==> src/rtl/maze_pkg.sv <==
// Shared types and constants for the maze move recorder/replayer.
// PAUSE exists only when MAZE_REPLAY_PAUSE_EN is defined.
package maze_pkg;

  localparam int unsigned MAZE_CELLS = 256;

  typedef enum logic [1:0] {
    UP    = 2'b00,
    RIGHT = 2'b01,
    DOWN  = 2'b10,
    LEFT  = 2'b11
  } move_t;

  typedef enum logic [2:0] {
    IDLE,
    COLLECT,
    READY,
    PLAY
`ifdef MAZE_REPLAY_PAUSE_EN
    , PAUSE
`endif
  } replay_state_t;

endpackage

==> src/rtl/move_stack.sv <==
// DFS move stack: push / pop / replace-top with sticky overflow and underflow flags,
// plus a combinational indexed read port used for replay.
module move_stack
  import maze_pkg::*;
#(
  parameter int unsigned DEPTH = MAZE_CELLS,
  parameter int unsigned AW    = $clog2(DEPTH)
) (
  input  logic          clk,
  input  logic          rst,
  input  logic          clear,
  input  logic          push,
  input  logic          pop,
  input  move_t         wdata,
  input  logic [AW-1:0] raddr,
  output move_t         rdata,
  output logic [AW:0]   depth,
  output logic          err_overflow,
  output logic          err_underflow
);

  move_t mem [DEPTH];

  logic          empty;
  logic          full;
  logic          do_replace;
  logic          do_push;
  logic          do_pop;
  logic          ovf_hit;
  logic          unf_hit;
  logic          wr_en;
  logic [AW:0]   wptr;

  // Push together with pop replaces the top entry; on an empty stack it is a plain push.
  always_comb begin
    empty      = (depth == '0);
    full       = (depth == (AW+1)'(DEPTH));
    do_replace = push & pop & ~empty;
    do_push    = push & ~do_replace & ~full;
    ovf_hit    = push & ~do_replace & full;
    do_pop     = pop & ~push & ~empty;
    unf_hit    = pop & ~push & empty;
    wr_en      = (do_replace | do_push) & ~clear;
    wptr       = do_replace ? (depth - (AW+1)'(1)) : depth;
  end

  always_ff @(posedge clk or negedge rst) begin
    if (!rst) begin
      depth         <= '0;
      err_overflow  <= 1'b0;
      err_underflow <= 1'b0;
    end else if (clear) begin
      depth         <= '0;
      err_overflow  <= 1'b0;
      err_underflow <= 1'b0;
    end else begin
      if (do_push) begin
        depth <= depth + (AW+1)'(1);
      end else if (do_pop) begin
        depth <= depth - (AW+1)'(1);
      end
      if (ovf_hit) err_overflow <= 1'b1;
      if (unf_hit) err_underflow <= 1'b1;
    end
  end

  // Contents are don't-care after reset, so the array carries no reset.
  always_ff @(posedge clk) begin
    if (wr_en) mem[wptr[AW-1:0]] <= wdata;
  end

  assign rdata = mem[raddr];

endmodule

==> src/rtl/maze_move_replay.sv <==
// Records the solver's DFS move stack and replays the final path one move per step interval.
// Optional pause/resume of a replay via `run` is enabled by MAZE_REPLAY_PAUSE_EN.
module maze_move_replay
  import maze_pkg::*;
#(
  parameter int unsigned DEPTH       = MAZE_CELLS,
  parameter int unsigned STEP_CYCLES = 4,
  parameter int unsigned AW          = $clog2(DEPTH)
) (
  input  logic        clk,
  input  logic        rst,
  input  logic        start,
  input  logic        push,
  input  logic        pop,
  input  logic [1:0]  move_in,
  input  logic        solve_done,
  input  logic        solve_fail,
  input  logic        run,
  output logic [1:0]  move_out,
  output logic        move_valid,
  output logic        path_ready,
  output logic        replay_busy,
  output logic        replay_done,
  output logic [AW:0] depth,
  output logic        err_overflow,
  output logic        err_underflow
);

  localparam int unsigned   SW          = (STEP_CYCLES > 1) ? $clog2(STEP_CYCLES) : 1;
  localparam logic [SW-1:0] STEP_RELOAD = SW'(STEP_CYCLES - 1);

  replay_state_t state, state_n;
  logic [AW:0]   idx, idx_n;
  logic [SW-1:0] step, step_n;
  logic [1:0]    move_out_n;
  logic          move_valid_n;
  logic          replay_done_n;
  logic          replay_busy_n;
  logic          path_ready_n;
  logic          collecting;
  move_t         rd_move;

  assign collecting = (state == COLLECT) & ~start;

  move_stack #(
    .DEPTH (DEPTH),
    .AW    (AW)
  ) u_stack (
    .clk           (clk),
    .rst           (rst),
    .clear         (start),
    .push          (push & collecting),
    .pop           (pop & collecting),
    .wdata         (move_t'(move_in)),
    .raddr         (idx[AW-1:0]),
    .rdata         (rd_move),
    .depth         (depth),
    .err_overflow  (err_overflow),
    .err_underflow (err_underflow)
  );

  always_ff @(posedge clk or negedge rst) begin
    if (!rst) begin
      state       <= IDLE;
      idx         <= '0;
      step        <= '0;
      move_out    <= 2'b00;
      move_valid  <= 1'b0;
      replay_done <= 1'b0;
      replay_busy <= 1'b0;
      path_ready  <= 1'b0;
    end else begin
      state       <= state_n;
      idx         <= idx_n;
      step        <= step_n;
      move_out    <= move_out_n;
      move_valid  <= move_valid_n;
      replay_done <= replay_done_n;
      replay_busy <= replay_busy_n;
      path_ready  <= path_ready_n;
    end
  end

  always_comb begin
    state_n       = state;
    idx_n         = idx;
    step_n        = step;
    move_out_n    = move_out;
    move_valid_n  = 1'b0;
    replay_done_n = 1'b0;

    case (state)
      IDLE: ;
      COLLECT: begin
        if (solve_fail) begin
          state_n = IDLE;
        end else if (solve_done) begin
          state_n = (err_overflow | err_underflow) ? IDLE : READY;
        end
      end
      READY: begin
        if (run) begin
          state_n = PLAY;
          idx_n   = '0;
          step_n  = '0;
        end
      end
      PLAY: begin
`ifdef MAZE_REPLAY_PAUSE_EN
        if (run) begin
          state_n = PAUSE;
        end else
`endif
        if (idx == depth) begin
          state_n       = READY;
          replay_done_n = 1'b1;
        end else if (step == '0) begin
          move_out_n   = rd_move;
          move_valid_n = 1'b1;
          idx_n        = idx + (AW+1)'(1);
          step_n       = STEP_RELOAD;
        end else begin
          step_n = step - SW'(1);
        end
      end
`ifdef MAZE_REPLAY_PAUSE_EN
      // Resume strobes the next move on the following cycle.
      PAUSE: begin
        if (run) begin
          state_n = PLAY;
          step_n  = '0;
        end
      end
`endif
      default: state_n = IDLE;
    endcase

    if (start) begin
      state_n       = COLLECT;
      idx_n         = '0;
      step_n        = '0;
      move_valid_n  = 1'b0;
      replay_done_n = 1'b0;
    end

`ifdef MAZE_REPLAY_PAUSE_EN
    replay_busy_n = (state_n == PLAY) | (state_n == PAUSE);
`else
    replay_busy_n = (state_n == PLAY);
`endif
    path_ready_n = (state_n == READY) | replay_busy_n;
  end

endmodule

==> config.mk <==
export PLATFORM = sky130hd
export DESIGN_NAME = maze_move_replay
export DESIGN_NICKNAME = d
export VERILOG_FILES = /design/src/rtl/maze_pkg.sv /design/src/rtl/move_stack.sv /design/src/rtl/maze_move_replay.sv
export SDC_FILE = /design/constraint.sdc
export NUM_CORES = 1
export LEC_CHECK = 0
export ABC_AREA = 1
export BUFFER_PORTS_ARGS = -buffer_cell sky130_fd_sc_hd__buf_4
export CAP_MARGIN = 20
export CORE_UTILIZATION = 50
export CTS_CLUSTER_DIAMETER = 100
export DETAILED_ROUTE_END_ITERATION = 10
export PLACE_DENSITY = 0.73
export SKIP_CTS_REPAIR_TIMING = 1
export SLEW_MARGIN = 0
export SYNTH_ARGS = -nofsm -noshare
export SYNTH_HDL_FRONTEND = slang
export SYNTH_SLANG_ARGS = --single-unit
==> constraint.sdc <==
create_clock -name clk -period 7.35 [get_ports clk]
set_input_delay 0.3675 -clock clk [delete_from_list [all_inputs] [get_ports clk]]
set_output_delay 0.3675 -clock clk [all_outputs]
set_load 0.005 [all_outputs]
==> flow_summary.yaml, run 1 <==
layout:
  final_common_cell: "nand2_1"
  fillers: 3961
  n_antenna_cell: 0
  final_nets: 2256
  area_growth_pct: 8.59
  final_cells: 2901
  final_layout_size_suffix_gt1_share_pct: 8.84
  final_area_sq_um: 26200
  final_cell_mix: "625 x nand2_1, 512 x edfxtp_1, 476 x nand3_1, 267 x nor2_1, 54 x clkbuf_16"
  post-route-util_pct: 55.0
yosys:
  synth-compound-area-share_pct: 1.52
  synth_top_area_share_pct: 63.7
  synth_cell_types: 44
  synth_mux_area_share_pct: 0.0829
  ys_seq_elements: 543
  seq_area_frac_synth_pct: 66.9
  synth_simple_gate_area_share_pct: 26.5
  synth_top_flop_cell: "edfxtp_1"
  avgSynthCellArea_sq_um: 10.5
  synth-edff-count: 512
  async_reset_ff_share_pct: 5.71
  synth.net_count: 2312
  synth.area.top_cells: "edfxtp_1 64%, nand3_1 9.9%, nand2_1 9.7%"
  synth_xor_xnor_area_share_pct: 0.829
  synth_fa_ha_area_share_pct: 0.207
  synthCells: 2298
  yosysWarnings: 0
  synth_area_sq_um: 24100
  yosysTopAreaCell: "edfxtp_1"
  synth_top_family_by_area: "simple AND/OR/NAND/NOR gates"
floorplanning:
  start_util_pct: 50.7
  die_y_um: 222
  io-pin-count: 27
  fp-row-count: 80
  core_area_sq_um: 47600
  dieArea_sq_um: 49200
  die_width_um: 222
sta:
  fin_skew_ns: 0.0246
  slew_violations: 0
  tns_ns: 0
  fmax_mhz: 253
  relSlewSlack_pct: 24.1
  setup_viol: 0
  tightest_slew_ns: 1.13
  fin_crit_sh_pct: 53.7
  finalCriticalPeriod_ns: 3.95
  rsz0062_at_grt: "no"
  hold_viol: 0
  postLayoutSetupSlackWorst_ns: 3.40
setup_path:
  critPathBufInv: 2
  path_cells: "inv_1, ha_1, nand3_4, nor2_4, nand2_2, nand2_4, nor2_4, inv_2, o21ai_1, nand2_1, nor2_1, nand2_1, nor2_1"
  cp.arrival_ns: 4.25
  max_stage_delay_ns: 0.61
  cp_slowest_cell: "nand2_1"
  cpLargestDelayFamily: "simple AND/OR/NAND/NOR gates"
  end_kind: "flip-flop"
  crit_type: "flip-flop to flip-flop"
  critPathMaxFanout: 13
  start_kind: "flip-flop"
  cp.required_ns: 7.65
place:
  pre_cts_ws_ns: 3.53
  dpl_cell_area_sq_um: 24500
  portBuffers: 26
  place_congestion: 0.892
  dp.cells: 2801
  dp_hpwl_um: 33600
power_and_ir_drop:
  vdd_drop_max_uv: 190
  p_leak_nw: 9.14
  power_density_nw_per_um2: 258
cts:
  htree_levels: 2
  clkSlewWorstSetupHoldPaths_ns: 0.06
  clk_latency_ns: 0.62
  clockRootBuffer: "clkbuf_16"
  clockBufferDepth: 3
  cts_tree: "done"
  clkSinkCount: 543
  cts_buffers: 53
routing:
  via_count: 16900
  via_per_inst: 5.84
  firstDrtPassIters: 6
  wl_per_cell_um: 20.4
  detail-route-antenna-nets: 0
  wl_um: 59100
  drc: 0
  drt_iter0_drc: 2326
global_route:
  grt_max_degree: 202
  antenna_found_initial: 0
  grt.total_usage_pct: 23.9
  grt-ovfl-total: 0
  grt_pass1_wl_um: 90400
  grt_pass1_vias: 16400
outcome:
  status: "finished clean"
min_path:
  hp-class: "primary input to flip-flop"
flow_run:
  drv_cap: 0
[cell families (layout without fill, tap and decap cells)]
logic type      after synthesis  in the layout
flops                       543            543
compound gates               58             58
buf+inv                     217            205
mux                           2              2
simple gates               1451           1451
fa+ha+maj                     4              4
other cells                   1              1
xor+xnor                     22             22
[layout make-up]
class	count	area [sq um]	share of cell area, %
Multi-Input combinational cell	1538	7030	26.8
Inverter	66	270	1.03
Clock buffer	64	1390	5.30
Clock inverter	35	282	1.07
Sequential cell	543	16200	61.6
Tap cell	615	769	2.93
Timing Repair Buffer	40	323	1.23
[state kept, by name, summed over array words and instances (netlist names)]
| signal | count |
|---|---|
| state | 3 |
| move_valid | 1 |
| u_stack.mem | 512 |
| replay_busy | 1 |
| u_stack.err_overflow | 1 |
| step | 2 |
| move_out | 2 |
| replay_done | 1 |
| u_stack.err_underflow | 1 |
| u_stack.depth | 9 |
| idx | 9 |
| path_ready | 1 |
[report_power, final]
group | internal [mW] | total [mW] | leakage, nW | switching, mW
clock | 1.46 | 2.62 | 0.818 | 1.16
combinational | 0.181 | 0.687 | 3.31 | 0.506
sequential | 3.41 | 3.46 | 5.01 | 0.0520
total | 5.05 | 6.77 | 9.14 | 1.72
[synthesized netlist by cell type, types with 2 or more instances]
| master | instances |
|---|---|
| nand3_4 | 2 |
| buf_2 | 21 |
| o22ai_1 | 8 |
| nor3_2 | 3 |
| ha_1 | 4 |
| nand2_1 | 625 |
| buf_4 | 5 |
| dfrtp_1 | 31 |
| buf_1 | 22 |
| mux2i_1 | 2 |
| o21ai_2 | 2 |
| nor3_1 | 19 |
| nand3_1 | 476 |
| nor2_8 | 5 |
| nand4_1 | 2 |
| clkbuf_1 | 91 |
| buf_6 | 11 |
| o32ai_1 | 2 |
| nor4_1 | 3 |
| xnor2_1 | 4 |
| clkinv_1 | 3 |
| xor2_1 | 17 |
| inv_2 | 10 |
| o21ai_4 | 4 |
| inv_4 | 6 |
| edfxtp_1 | 512 |
| nor2_1 | 267 |
| a21oi_1 | 20 |
| nand3_2 | 2 |
| inv_1 | 47 |
| nand2_4 | 5 |
| nand2_2 | 14 |
| o21ai_0 | 18 |
| nor2_2 | 21 |
| nor2_4 | 5 |
[path summary, 6_finish.rpt]
kind                       cells past startpoint  slack (ns)                   end              from
max                                           13        3.40    u_stack.mem[91][1]  u_stack.depth[0]
min                                            2        0.04  u_stack.err_overflow             start
max reg2reg                                   13        3.40    u_stack.mem[91][1]  u_stack.depth[0]
min reg2reg                                    2        0.51           move_out[1]       move_out[1]
max in group asynchronous                      2        6.80                idx[2]               rst
min in group asynchronous                      2        0.22               step[1]               rst
[per-layer routing]
metal,share of wire (%),track usage (%),vias up
met1,39,31.8,8186
li1,-,-,7779
met4,3.1,8.47,0
met3,9.2,4.29,125
met2,49,39.5,850
met5,0,0,-
[per-stage QoR]
step | hold slack (ns) | total power [mW]
floorplan | 0.0719 | 3.99
detailed placement | 0.325 | 4.20
CTS | -0.329 | 6.78
finish | 0.0383 | 6.77
global placement | 0.317 | 4.18
global route | 0.0308 | 6.96
Power figures use the tool's default switching activity.
==> inputs of run 2 (changes only) <==
clock period = 4 ns   (was 7.35 ns; I/O delays follow)
==> run 2 against run 1 <==
  * The flow now finishes with violations (hold timing)
  * Flip-flop and latch count did not move
  * Combinational power is 83% higher
  * Setup slack lost 2.9 ns
  * Die area unchanged
  * Clock power up 76%
  * Critical path depth unchanged
  * Final cell count is 0.83% higher
  * Sequential power grew 84%
  * Non-clock buffer count grew 29
  * Via count increased by 0.68%
  * Largest power group unchanged
==> flow_summary.yaml, run 2 (synthesized netlist as in run 1, its figures left out) <==
sta:
  fin_skew_ns: 0.0409
  fin_crit_sh_pct: 87.3
  relSlewSlack_pct: 37.1
  hold_viol: 1
  fmax_mhz: 286
  finalCriticalPeriod_ns: 3.49
  postLayoutSetupSlackWorst_ns: 0.509
  setup_viol: 0
  fin_worst_hold_slack_ns: -0.0186
  slew_violations: 0
  tightest_slew_ns: 0.943
  rsz0062_at_grt: "no"
  tns_ns: 0
floorplanning:
  dieArea_sq_um: 49200
  io-pin-count: 27
  die_width_um: 222
  fp-row-count: 80
  die_y_um: 222
  start_util_pct: 50.7
  core_area_sq_um: 47600
routing:
  wl_per_cell_um: 20.2
  firstDrtPassIters: 5
  via_per_inst: 5.83
  detail-route-antenna-nets: 0
  via_count: 17100
  wl_um: 59200
  drt_iter0_drc: 2088
  drc: 0
place:
  pre_cts_ws_ns: 0.553
  portBuffers: 26
  place_congestion: 0.891
  dp.cells: 2826
  dp_hpwl_um: 33700
  dpl_cell_area_sq_um: 24800
cts:
  clkSlewWorstSetupHoldPaths_ns: 0.06
  clkSinkCount: 543
  cts_buffers: 52
  htree_levels: 2
  clk_latency_ns: 0.63
  clockRootBuffer: "clkbuf_16"
  cts_tree: "done"
  clockBufferDepth: 3
setup_path:
  max_stage_delay_ns: 0.51
  critPathBufInv: 2
  crit_type: "flip-flop to flip-flop"
  path_cells: "inv_1, ha_1, nand3_4, nor2_4, nand2_2, nand2_4, nor2_4, inv_2, o21ai_1, nand2_1, nor2_1, nand2_1, nor2_1"
  critPathMaxFanout: 13
  cpLargestDelayFamily: "simple AND/OR/NAND/NOR gates"
  end_kind: "flip-flop"
  cp.required_ns: 4.28
  start_kind: "flip-flop"
  cp_slowest_cell: "nand2_1"
  cp.arrival_ns: 3.78
outcome:
  violations: "hold timing"
  status: "finished, violations left"
layout:
  post-route-util_pct: 55.4
  final_common_cell: "nand2_1"
  final_cell_mix: "625 x nand2_1, 512 x edfxtp_1, 476 x nand3_1, 267 x nor2_1, 56 x buf_4"
  final_layout_size_suffix_gt1_share_pct: 9.39
  final_area_sq_um: 26400
  final_cells: 2925
  area_growth_pct: 9.40
  n_antenna_cell: 0
  final_nets: 2284
  largest_register_ffs: 512
min_path:
  hp-class: "primary input to flip-flop"
global_route:
  grt_max_degree: 110
  grt-ovfl-total: 0
  antenna_found_initial: 0
  grt.total_usage_pct: 23.9
  grt_pass1_vias: 16200
  grt_pass1_wl_um: 90000
power_and_ir_drop:
  total_power_mw: 12.2
  power_frac_clock_pct: 37.7
  swShare_pct: 25.4
  comb_power_share_pct: 10.3
  p_sw_mw: 3.10
  p_leak_nw: 9.24
  seq_power_share_pct: 51.9
  vdd_drop_max_uv: 335
  power_density_nw_per_um2: 463
  p_int_mw: 9.13
flow_run:
  drv_cap: 0
## run 2: worst reg2reg max path, cell delays in order (launching register included)
cell and delay (ns):
dfrtp_1 0.50, inv_1 0.14, ha_1 0.27, nand3_4 0.12
nor2_4 0.06, nand2_2 0.08, nand2_4 0.06, nor2_4 0.25
inv_2 0.13, o21ai_1 0.31, nand2_1 0.19, nor2_1 0.17
nand2_1 0.51, nor2_1 0.37
## run 2: power by group through the flow
stage          clock [mW]  combinational (mW)  sequential (mW)
3_3_place_gp            0                1.21             6.47
4_1_cts              4.66                1.25             6.35
3_5_place_dp            0                1.24             6.47
2_1_floorplan           0               0.900             6.43
5_1_grt              4.84                1.36             6.36
6_report             4.62                1.26             6.36
## run 2: area by class of cell
cell class | count | area [sq um]
repair buffers | 69 | 613
inverters | 66 | 270
multi-input cells | 1538 | 7030
flip-flops and latches | 543 | 16200
fillers | 3838 | 21200
well taps | 615 | 769
clock inverters | 23 | 173
clock buffers | 71 | 1400
## run 2: worst paths after layout
| path | slack, ns | to | startpoint | cells after the start |
|---|---|---|---|---|
| worst max-delay path | 0.51 | u_stack.mem[79][1] | u_stack.depth[0] | 13 |
| worst min-delay path | -0.02 | u_stack.err_underflow | pop | 5 |
| worst max register to register | 0.51 | u_stack.mem[79][1] | u_stack.depth[0] | 13 |
| worst min register to register | 0.50 | move_out[1] | move_out[1] | 2 |
| max in group asynchronous | 3.60 | idx[2] | rst | 2 |
| min in group asynchronous | 0.06 | idx[1] | rst | 2 |
## run 2: routing by layer
metal | part of all wire [%] | track usage [%] | wire [um]
met1 | 38 | 31.9 | 22800
met2 | 48 | 38.9 | 28300
met3 | 10 | 3.88 | 5940
met4 | 3.8 | 10.5 | 2230
met5 | 0 | 0 | 0
==> inputs of run 3 (changes only) <==
HOLD_SLACK_MARGIN = 0.05   (was default)
SETUP_SLACK_MARGIN = 0.02   (was default)
SYNTH_HIERARCHICAL = 1   (was default)
==> run 3 against run 2 <==
  * The run now ends clean
  * Combinational power down 22%
  * Synthesized cell count increased by 0.65%
  * Maximum frequency shrank 5.0%
  * First-iteration DRC count rose by 4.6%
  * Count of clock-buffer cells in the layout down 4
  * Clock power rose by 7.8%
  * Routed wire length grew 1.1%
  * Final cell count is 0.48% higher
==> flow_summary.yaml, run 3 <==
cts:
  cts_buffers: 55
  clockRootBuffer: "clkbuf_16"
  htree_levels: 2
  clkSinkCount: 543
  clkSlewWorstSetupHoldPaths_ns: 0.06
  cts_tree: "done"
  clk_latency_ns: 0.61
  clockBufferDepth: 3
floorplanning:
  die_width_um: 221
  start_util_pct: 51.0
  dieArea_sq_um: 48800
  fp-row-count: 79
  die_y_um: 221
  core_area_sq_um: 47000
  io-pin-count: 27
sta:
  fmax_mhz: 272
  setup_viol: 0
  tns_ns: 0
  hold_viol: 0
  slew_violations: 0
  finalCriticalPeriod_ns: 3.67
  fin_skew_ns: 0.0259
  rsz0062_at_grt: "no"
  relSlewSlack_pct: 27.1
  fin_crit_sh_pct: 91.9
  tightest_slew_ns: 1.09
routing:
  firstDrtPassIters: 7
  drt_iter0_drc: 2185
  wl_um: 59900
  via_per_inst: 5.89
  detail-route-antenna-nets: 0
  via_count: 17300
  drc: 0
  wl_per_cell_um: 20.4
yosys:
  yosysWarnings: 6
  synth-edff-count: 512
  avgSynthCellArea_sq_um: 10.4
  seq_area_frac_synth_pct: 67.4
  synth.net_count: 2327
  ys_seq_elements: 543
  yosysTopAreaCell: "edfxtp_1"
  synthCells: 2313
  synth_top_area_share_pct: 64.2
  yosys.cell_count.top_type: "nand2_1"
  synth_area_sq_um: 24000
  async_reset_ff_share_pct: 5.71
  ys_top_cells_by_count: "640 x nand2_1, 513 x nand3_1, 512 x edfxtp_1"
  synth_top_flop_cell: "edfxtp_1"
  synth.area.top_cells: "edfxtp_1 64%, nand3_1 11%, nand2_1 10%"
  synth_cell_types: 38
min_path:
  hold_depth: 1
  hp-class: "primary input to flip-flop"
  whs_endpoint: "u_stack/mem[70][0]"
  hp-start: "move_in[0]"
setup_path:
  cp.arrival_ns: 3.95
  rr_worst_depth: 12
  end_kind: "flip-flop"
  critPathMaxFanout: 16
  r2r_slack_ns: 0.33
  reg2reg_to: "u_stack/mem[151][0]"
  crit_type: "flip-flop to flip-flop"
  cp.required_ns: 4.27
  reg2reg_from: "u_stack/depth[0]"
  start_kind: "flip-flop"
flow_run:
  drv_cap: 0
global_route:
  grt.total_usage_pct: 24.3
  antenna_found_initial: 1
  grt-ovfl-total: 0
  grt_pass1_wl_um: 91900
  grt_pass1_vias: 16900
  grt_max_degree: 154
place:
  portBuffers: 26
  dp_hpwl_um: 33300
  place_congestion: 0.866
layout:
  largest_register_ffs: 512
  fillers: 3814
  final_cell_mix: "640 x nand2_1, 513 x nand3_1, 512 x edfxtp_1, 289 x nor2_1, 56 x clkbuf_16"
  area_growth_pct: 10.5
  final_common_cell: "nand2_1"
  final_nets: 2301
  n_antenna_cell: 0
  final_layout_size_suffix_gt1_share_pct: 8.23
  post-route-util_pct: 56.4
power_and_ir_drop:
  vdd_drop_max_uv: 489
  p_leak_nw: 9.31
  power_density_nw_per_um2: 465
outcome:
  status: "finished clean"
run 3: changes by cell type in the layout (fill, tap and decap cells not counted), moves of 8 or more:
cell      change
xor2_1        -8
clkbuf_1      -8
nand2_1      +15
a21oi_1      -12
nor3_1       -15
nor2_1       +22
nand4_1      +12
buf_4         -9
nor2_2       -16
nand3_1      +37
run 3: power breakdown:
group / internal (mW) / total, mW / switching, mW
sequential: 6.26 / 6.34 / 0.0876
clock: 2.85 / 4.98 / 2.13
combinational: 0.263 / 0.988 / 0.725
run 3: area by class of cell:
cell class / instances / area, sq um / area share (%)
multi-input combinational: 1562 / 6960 / 26.3
clock inverter: 35 / 280 / 1.06
inverter: 60 / 233 / 0.879
clock buffer: 67 / 1460 / 5.52
timing repair buffer: 65 / 633 / 2.39
tap: 607 / 759 / 2.87
sequential: 543 / 16200 / 61.0
run 3: through the flow:
stage / hold slack [ns] / std cells / setup WS (ns) / total power [mW] / cell area, sq um
CTS: -0.475 / 2931 / 0.355 / 12.3 / 26400
detailed placement: 0.161 / 2829 / 0.391 / 7.43 / 24600
global route: 0.0536 / 2939 / 0.110 / 12.7 / 26500
floorplan: -0.0956 / 2313 / 1.26 / 7.05 / 24000
global placement: 0.153 / 2829 / 0.520 / 7.41 / 24600
finish: 0.0545 / 2939 / 0.325 / 12.3 / 26500
run 3: worst max-delay path by stage:
| stage | startpoint | end | cells after the start | slack, ns |
|---|---|---|---|---|
| CTS | u_stack/depth[0] | u_stack/mem[151][1] | 12 | 0.36 |
| global route | u_stack/depth[0] | u_stack/mem[255][0] | 12 | 0.11 |
| global placement | u_stack/depth[0] | u_stack/mem[146][0] | 12 | 0.52 |
| detailed placement | u_stack/depth[0] | u_stack/mem[151][0] | 12 | 0.39 |
| finish | u_stack/depth[0] | u_stack/mem[151][0] | 12 | 0.33 |
| floorplan | u_stack/depth[0] | u_stack/mem[101][0] | 13 | 1.26 |
run 3: cell families after synthesis:
family	count (synthesis)	share of synthesized area [%]
xor+xnor	18	0.736
flops	543	67.4
simple gates	1495	27.0
compound gates	44	1.08
buf+inv	208	3.55
other cells	1	0.0157
fa+ha+maj	4	0.209
run 3: metal layers:
layer  track usage, %  part of all wire, %
met1             31.3                   39
met2             40.7                   48
met3             4.01                  8.8
met4             10.8                  4.0
met5                0                0.022
run 3: worst max-delay path, cell delays in order (launching register included):
cell and delay, ns:
dfrtp_1 0.44, inv_1 0.24, ha_1 0.29, nand3_4 0.12
nor2_4 0.13, nand2_1 0.10, nand2_2 0.28, inv_2 0.14
o21ai_1 0.28, inv_1 0.10, nor2_1 0.35, nand2_1 0.51
nor2_1 0.36
